## src/rtl/con_ff_unit.sv

```systemverilog
// CON flip-flop unit: decodes the IR branch condition, evaluates it against
// the bus or latched Z/N flags, and holds the result with valid and stats.
module con_ff_unit #(
    parameter int DATA_WIDTH = 32,
    parameter int COND_LSB   = 19,
    parameter int CNT_WIDTH  = 16
) (
    input  logic                  clock,
    input  logic                  clear,
    input  logic                  con_in,
    input  logic [31:0]           ir_in,
    input  logic [DATA_WIDTH-1:0] bus_in,
    input  logic                  use_flags,
    input  logic                  flags_load,
    input  logic                  con_clr,
    output logic                  con_out,
    output logic                  con_valid,
    output logic                  flag_z,
    output logic                  flag_n,
    output logic [CNT_WIDTH-1:0]  eval_count,
    output logic [CNT_WIDTH-1:0]  taken_count
);

    typedef enum logic [1:0] {
        S_IDLE = 2'd0,
        S_EVAL = 2'd1,
        S_HOLD = 2'd2
    } state_t;

    state_t               r_state;
    state_t               w_next;
    logic                 w_capture;
    logic                 w_clr;
    logic [2:0]           r_cond;
    logic                 r_op_z;
    logic                 r_op_n;
    logic                 r_con;
    logic                 r_valid;
    logic                 r_flag_z;
    logic                 r_flag_n;
    logic [CNT_WIDTH-1:0] r_eval_cnt;
    logic [CNT_WIDTH-1:0] r_taken_cnt;
    logic                 w_bus_z;
    logic                 w_bus_n;
    logic                 w_op_z;
    logic                 w_op_n;
    logic                 w_result;
    logic [2:0]           w_cond;
    logic                 w_unused_ir;

    assign w_cond      = ir_in[COND_LSB+2:COND_LSB];
    assign w_unused_ir = ^ir_in;
    assign w_bus_z     = (bus_in == '0);
    assign w_bus_n     = bus_in[DATA_WIDTH-1];
    // Flag mode reads the registered flags, so a coincident load is not seen
    assign w_op_z      = use_flags ? r_flag_z : w_bus_z;
    assign w_op_n      = use_flags ? r_flag_n : w_bus_n;

    always_comb begin
        w_result = 1'b0;
        unique case (r_cond)
            3'b000: w_result = r_op_z;
            3'b001: w_result = !r_op_z;
            3'b010: w_result = !r_op_n;
            3'b011: w_result = r_op_n;
            3'b100: w_result = !r_op_n && !r_op_z;
            3'b101: w_result = r_op_n || r_op_z;
            3'b110: w_result = 1'b1;
            3'b111: w_result = 1'b0;
            default: w_result = 1'b0;
        endcase
    end

    always_comb begin
        w_next    = r_state;
        w_capture = 1'b0;
        w_clr     = 1'b0;
        unique case (r_state)
            S_IDLE: begin
                if (con_in) begin
                    w_capture = 1'b1;
                    w_next    = S_EVAL;
                end
            end
            S_EVAL: w_next = S_HOLD;
            S_HOLD: begin
                if (con_in) begin
                    w_capture = 1'b1;
                    w_next    = S_EVAL;
                end else if (con_clr) begin
                    w_clr  = 1'b1;
                    w_next = S_IDLE;
                end
            end
            default: w_next = S_IDLE;
        endcase
    end

    always_ff @(posedge clock or negedge clear) begin
        if (!clear) begin
            r_state <= S_IDLE;
        end else begin
            r_state <= w_next;
        end
    end

    always_ff @(posedge clock or negedge clear) begin
        if (!clear) begin
            r_cond      <= '0;
            r_op_z      <= 1'b0;
            r_op_n      <= 1'b0;
            r_con       <= 1'b0;
            r_valid     <= 1'b0;
            r_flag_z    <= 1'b0;
            r_flag_n    <= 1'b0;
            r_eval_cnt  <= '0;
            r_taken_cnt <= '0;
        end else begin
            if (flags_load) begin
                r_flag_z <= w_bus_z;
                r_flag_n <= w_bus_n;
            end
            if (w_capture) begin
                r_cond  <= w_cond;
                r_op_z  <= w_op_z;
                r_op_n  <= w_op_n;
                r_valid <= 1'b0;
            end else if (w_clr) begin
                r_con   <= 1'b0;
                r_valid <= 1'b0;
            end else if (r_state == S_EVAL) begin
                r_con   <= w_result;
                r_valid <= 1'b1;
                if (r_eval_cnt != '1) begin
                    r_eval_cnt <= r_eval_cnt + 1'b1;
                end
                if (w_result && (r_taken_cnt != '1)) begin
                    r_taken_cnt <= r_taken_cnt + 1'b1;
                end
            end
        end
    end

    assign con_out     = r_con;
    assign con_valid   = r_valid;
    assign flag_z      = r_flag_z;
    assign flag_n      = r_flag_n;
    assign eval_count  = r_eval_cnt;
    assign taken_count = r_taken_cnt;

endmodule

```

## config.mk

```make
export PLATFORM = sky130hd
export DESIGN_NAME = con_ff_unit
export DESIGN_NICKNAME = d
export VERILOG_FILES = /design/src/rtl/con_ff_unit.sv
export SDC_FILE = /design/constraint.sdc
export NUM_CORES = 1
export LEC_CHECK = 0
export ABC_AREA = 1
export CAP_MARGIN = 40
export CORE_ASPECT_RATIO = 0.9
export CORE_MARGIN = 5
export CORE_UTILIZATION = 40
export CTS_CLUSTER_SIZE = 24
export DETAILED_ROUTE_END_ITERATION = 12
export PLACE_DENSITY = 0.72
export SLEW_MARGIN = 20
export SYNTH_ARGS = -nofsm -noshare
export SYNTH_HDL_FRONTEND = slang
export SYNTH_SLANG_ARGS = --single-unit
```

## constraint.sdc

```tcl
create_clock -name clock -period 4.3 [get_ports clock]
set_input_delay 0.86 -clock clock [delete_from_list [all_inputs] [get_ports clock]]
set_output_delay 0.86 -clock clock [all_outputs]
set_load 0.01 [all_outputs]
```

### Yosys cells after proc, flatten, opt, wreduce, memory -nomap -nowiden

Cells that the tools add are included.
Widths: inputs -> output; s select.

* mux-type cells: 17
* bitwise operators: 2
* reduce and logical (&&, ||, !) cells: 15
* add/sub/neg operators: 2
* equality and inequality tests: 13

Operators with widths (count)
* $add 16x1->16 const B: 2
* $logic_not 32->1: 1
* $ne 16x16->1 const B: 2
* $eq 3x3->1 const B: 4
* $mux 1: 12
* $pmux 1 s8: 1
* $reduce_and 4->1: 2
* $eq 3x2->1 const B: 2
* $mux 2: 3
* $pmux 2 s3: 1
* $reduce_and 2->1: 2
* $eq 3x1->1 const B: 1
* $logic_not 3->1: 1
* $ne 3x3->1 const B: 1
* $reduce_bool 3->1: 1
* $eq 2x1->1 const B: 1
* $eq 2x2->1 const B: 1
* $logic_and 1x1->1: 2
* $logic_not 1->1: 2
* $logic_not 2->1: 1
* $ne 2x2->1 const B: 1
* $not 1->1: 2
* $reduce_bool 2->1: 1
* $reduce_or 2->1: 1
* $logic_or 1x1->1: 1

* logic and storage cells: 59
* output and inout port bits: 36
* bits in registers: 43

### Longest topological paths before layout

* depth after elaboration: 5
* gate-level depth with buffers: 11
* depth with buffers taken out: 10

### Worst setup path before layout

No wires, ideal clock.

* path kind: input to register
* from: input con_in
* to: register r_op_z
* slack: 2687 ps
* buffers on the path: 0
* data arrival time: 1491 ps
* required time: 4178 ps
* library setup time: 122 ps
* stages on the path: 5
* cell sequence: inv_1 > nor2_1 > inv_1 > a21oi_1 > a21oi_1

* cells in the longest elaborated chain, start to end: 2

RTL lines
* start, declared: line 10 `input logic con_in,`
* $mux 1: line 80, 87
* $mux 1
* end signal, assigned: line 125 `r_op_z <= w_op_z;`
* end, declared: line 35 `logic r_op_z;`

Every way passes these cells.
A chain may end at the register's enable or synchronous reset.

### Worst setup path after layout

* from: register r_eval_cnt[2] (netlist: eval_count[2])
* to: output eval_count[2]

RTL lines
* start, declared: line 41 `logic [CNT_WIDTH-1:0] r_eval_cnt;`
* start signal, assigned: line 135 `r_eval_cnt <= r_eval_cnt + 1'b1;`
* end, declared: line 20 `output logic [CNT_WIDTH-1:0] eval_count,`

No word-level cell between the ends.

==> results.py <==
metrics = {
    "worst_setup_path": {
        "ff2ff_setup_slack_ns": 2.50,
        "path_cells": "clkdlybuf4s50_1",
        "critPathLaunchType": "flop",
        "worst-path-buf-inv": 1,
        "path_max_fanout": 8,
        "crit_type": "reg -> out",
        "slowest_delay_ns": 0.59,
        "cp_top_family": "buffers and inverters",
        "cpMaxStageDelayCell": "clkdlybuf4s50_1",
        "end_kind": "output pin",
        "cp.arrival_ns": 1.38,
        "cp_data_required_time_ns": 3.44,
    },
    "finish": {
        "final_util": 0.550,
        "seq_area_mm2": 0.00108,
        "fin_nets": 523,
        "num-fill-cells": 641,
        "multi_input_area_mm2": 0.00140,
        "stdcell_count": 542,
        "layout_common_cells": "nand2_1 (142), clkdlybuf4s50_1 (75), nor2_1 (50)",
        "diodes": 0,
        "drive_gt1_frac": 0.0708,
        "layout_commonest_cell": "nand2_1",
        "fin_area_mm2": 0.00358,
        "syn_to_final_growth_pct": 34.8,
    },
    "global_routing": {
        "overflow": 0,
        "antenna_found_initial": 0,
        "grt_max_degree": 25,
        "grt_pass1_vias": 2612,
        "grt_usage": 0.167,
        "grt_pass1_wl_um": 11300,
    },
    "clock_network": {
        "cts_tree": "yes",
        "cts_root_buffer": "clkbuf_8",
        "clk_pin_slew_ns": 0.08,
        "hold_buffers": 0,
        "numCtsBuffers": 5,
        "clock-sinks": 43,
        "cts_max_level": 2,
        "clk_latency_ns": 0.29,
        "cts.path.max_buffers": 2,
        "cts_resized": 0,
        "post_cts_buffers": 0,
    },
    "synth": {
        "synth_edf_count": 0,
        "yosysTopAreaCell": "dfrtp_1",
        "syn_inst": 373,
        "yosysSeqAreaShare": 0.405,
        "yosys.area.top_type_share": 0.405,
        "yosys.cell_types.count": 30,
        "syn-num-nets": 445,
        "ys_warn_count": 0,
        "netlist_area_mm2": 0.00266,
        "ys_ff_latch": 43,
        "ys.flop_type": "dfrtp_1",
        "ys_top_cells_by_area": "dfrtp_1 (40%), nand2_1 (20%), nor2_1 (7.1%)",
        "async_flop_share": 1.00,
        "synth_area_per_cell_um2": 7.13,
    },
    "sta": {
        "period_share": 0.521,
        "setup_viol": 0,
        "hold_viol": 0,
        "slew_viol_final": 0,
        "rsz0062_at_grt": "no",
        "fmax_mhz": 446,
        "hold_ws_ns": 0.521,
        "fin_skew_ns": 0.00745,
        "relSlewSlack": 0.679,
        "tightestPinTransition_ns": 0.480,
        "layout_min_cycle_time_ns": 2.24,
        "setup-tns-final_ns": 0,
    },
    "power": {
        "irDropWorstVdd_uv": 171,
        "cellPowerDensity_mw_per_mm2": 322,
        "p_leak_uw": 0.00156,
    },
    "placed_design": {
        "place_inst": 534,
        "placement.io_buffers": 76,
        "placed_cell_area_mm2": 0.00348,
        "gp_congestion": 0.832,
        "post-dp-hpwl_um": 4870,
    },
    "hold_path": {
        "worstHoldPathType": "in -> async",
    },
    "drt": {
        "ant_nets": 0,
        "first_pass_iters": 4,
        "drt-total-wl_um": 6370,
        "first_iter_violations": 88,
        "wl_per_cell_um": 11.8,
        "via_count": 2618,
        "viasPerCell": 4.83,
        "drc": 0,
    },
    "floorplan": {
        "dieArea_mm2": 0.00838,
        "boundaryPins": 106,
        "initial_core_util": 0.408,
        "rows": 28,
        "dieHeight_um": 87.3,
        "die_w_um": 95.9,
        "core_region_area_mm2": 0.00652,
    },
    "outcome": {
        "status": "complete, no violations",
    },
    "run": {
        "cap_violations": 0,
    },
}
-- path summary, 6_finish.rpt --
check	start	endpoint	cells past startpoint
worst min register to register	r_state[0]$_DFFE_PN0P_	r_state[0]$_DFFE_PN0P_	1
worst min-delay path	clear	taken_count[8]$_DFFE_PN0P_	1
worst max-delay path	eval_count[2]$_DFFE_PN0P_	eval_count[2]	1
worst max register to register	eval_count[0]$_DFFE_PN0P_	eval_count[12]$_DFFE_PN0P_	10
min in group clock	r_state[0]$_DFFE_PN0P_	r_state[0]$_DFFE_PN0P_	1
max in group asynchronous	clear	eval_count[3]$_DFFE_PN0P_	2
-- final cells by class --
cell class / count / share of cell area
inverters: 31 / 0.0339
repair buffers: 77 / 0.216
multi-input cells: 293 / 0.390
flip-flops and latches: 43 / 0.300
well taps: 90 / 0.0314
clock buffers: 8 / 0.0279
-- power breakdown --
group | switching, µW | leakage (µW) | total (µW) | internal [µW]
combinational | 167 | 0.000937 | 340 | 173
sequential | 74.2 | 0.000572 | 530 | 456
clock | 137 | 0.0000515 | 284 | 147
total | 378 | 0.00156 | 1150 | 776
-- cells in the mapped netlist (2+ instances only) --
cell type,number
nand2_1,142
nor2_1,50
dfrtp_1,43
nand3_1,30
inv_1,25
o21ai_0,11
xnor2_1,11
nand4_1,10
xor2_1,7
a21oi_1,4
inv_2,4
nor2_2,4
o21ai_1,4
buf_6,3
nand2_2,3
nor3_1,3
buf_4,2
ha_1,2
inv_4,2
nand3_2,2
o21ai_2,2
-- kinds of logic after synthesis --
kind of cell | after synthesis | synth area share
DFF | 43 | 0.405
adders and majority gates | 2 | 0.00941
buffers and inverters | 37 | 0.0696
muxes | 1 | 0.00423
and+or+nand+nor | 249 | 0.405
AOI/OAI and AO/OA | 23 | 0.0475
xor gates and xnor gates | 18 | 0.0593
-- metal layers --
| metal | track usage | wire, µm |
|---|---|---|
| met1 | 0.220 | 2930 |
| met2 | 0.285 | 3030 |
| met3 | 0.0303 | 379 |
| met4 | 0.0349 | 39 |
| met5 | 0 | 0 |
-- stage by stage --
step,power (µW),setup slack [ns]
finish,1150,2.06
CTS,1170,2.04
global placement,869,2.04
detailed placement,880,2.00
floorplan,714,2.69
global route,1230,1.99
-- state kept, by name (all words and copies together) (netlist names) --
register,cells
eval_count,16
con_valid,1
con_out,1
taken_count,16
r_cond,3
flag_z,1
r_op_z,1
flag_n,1
r_op_n,1
r_state,2
Note: power is estimated with default switching activity, not from simulation.
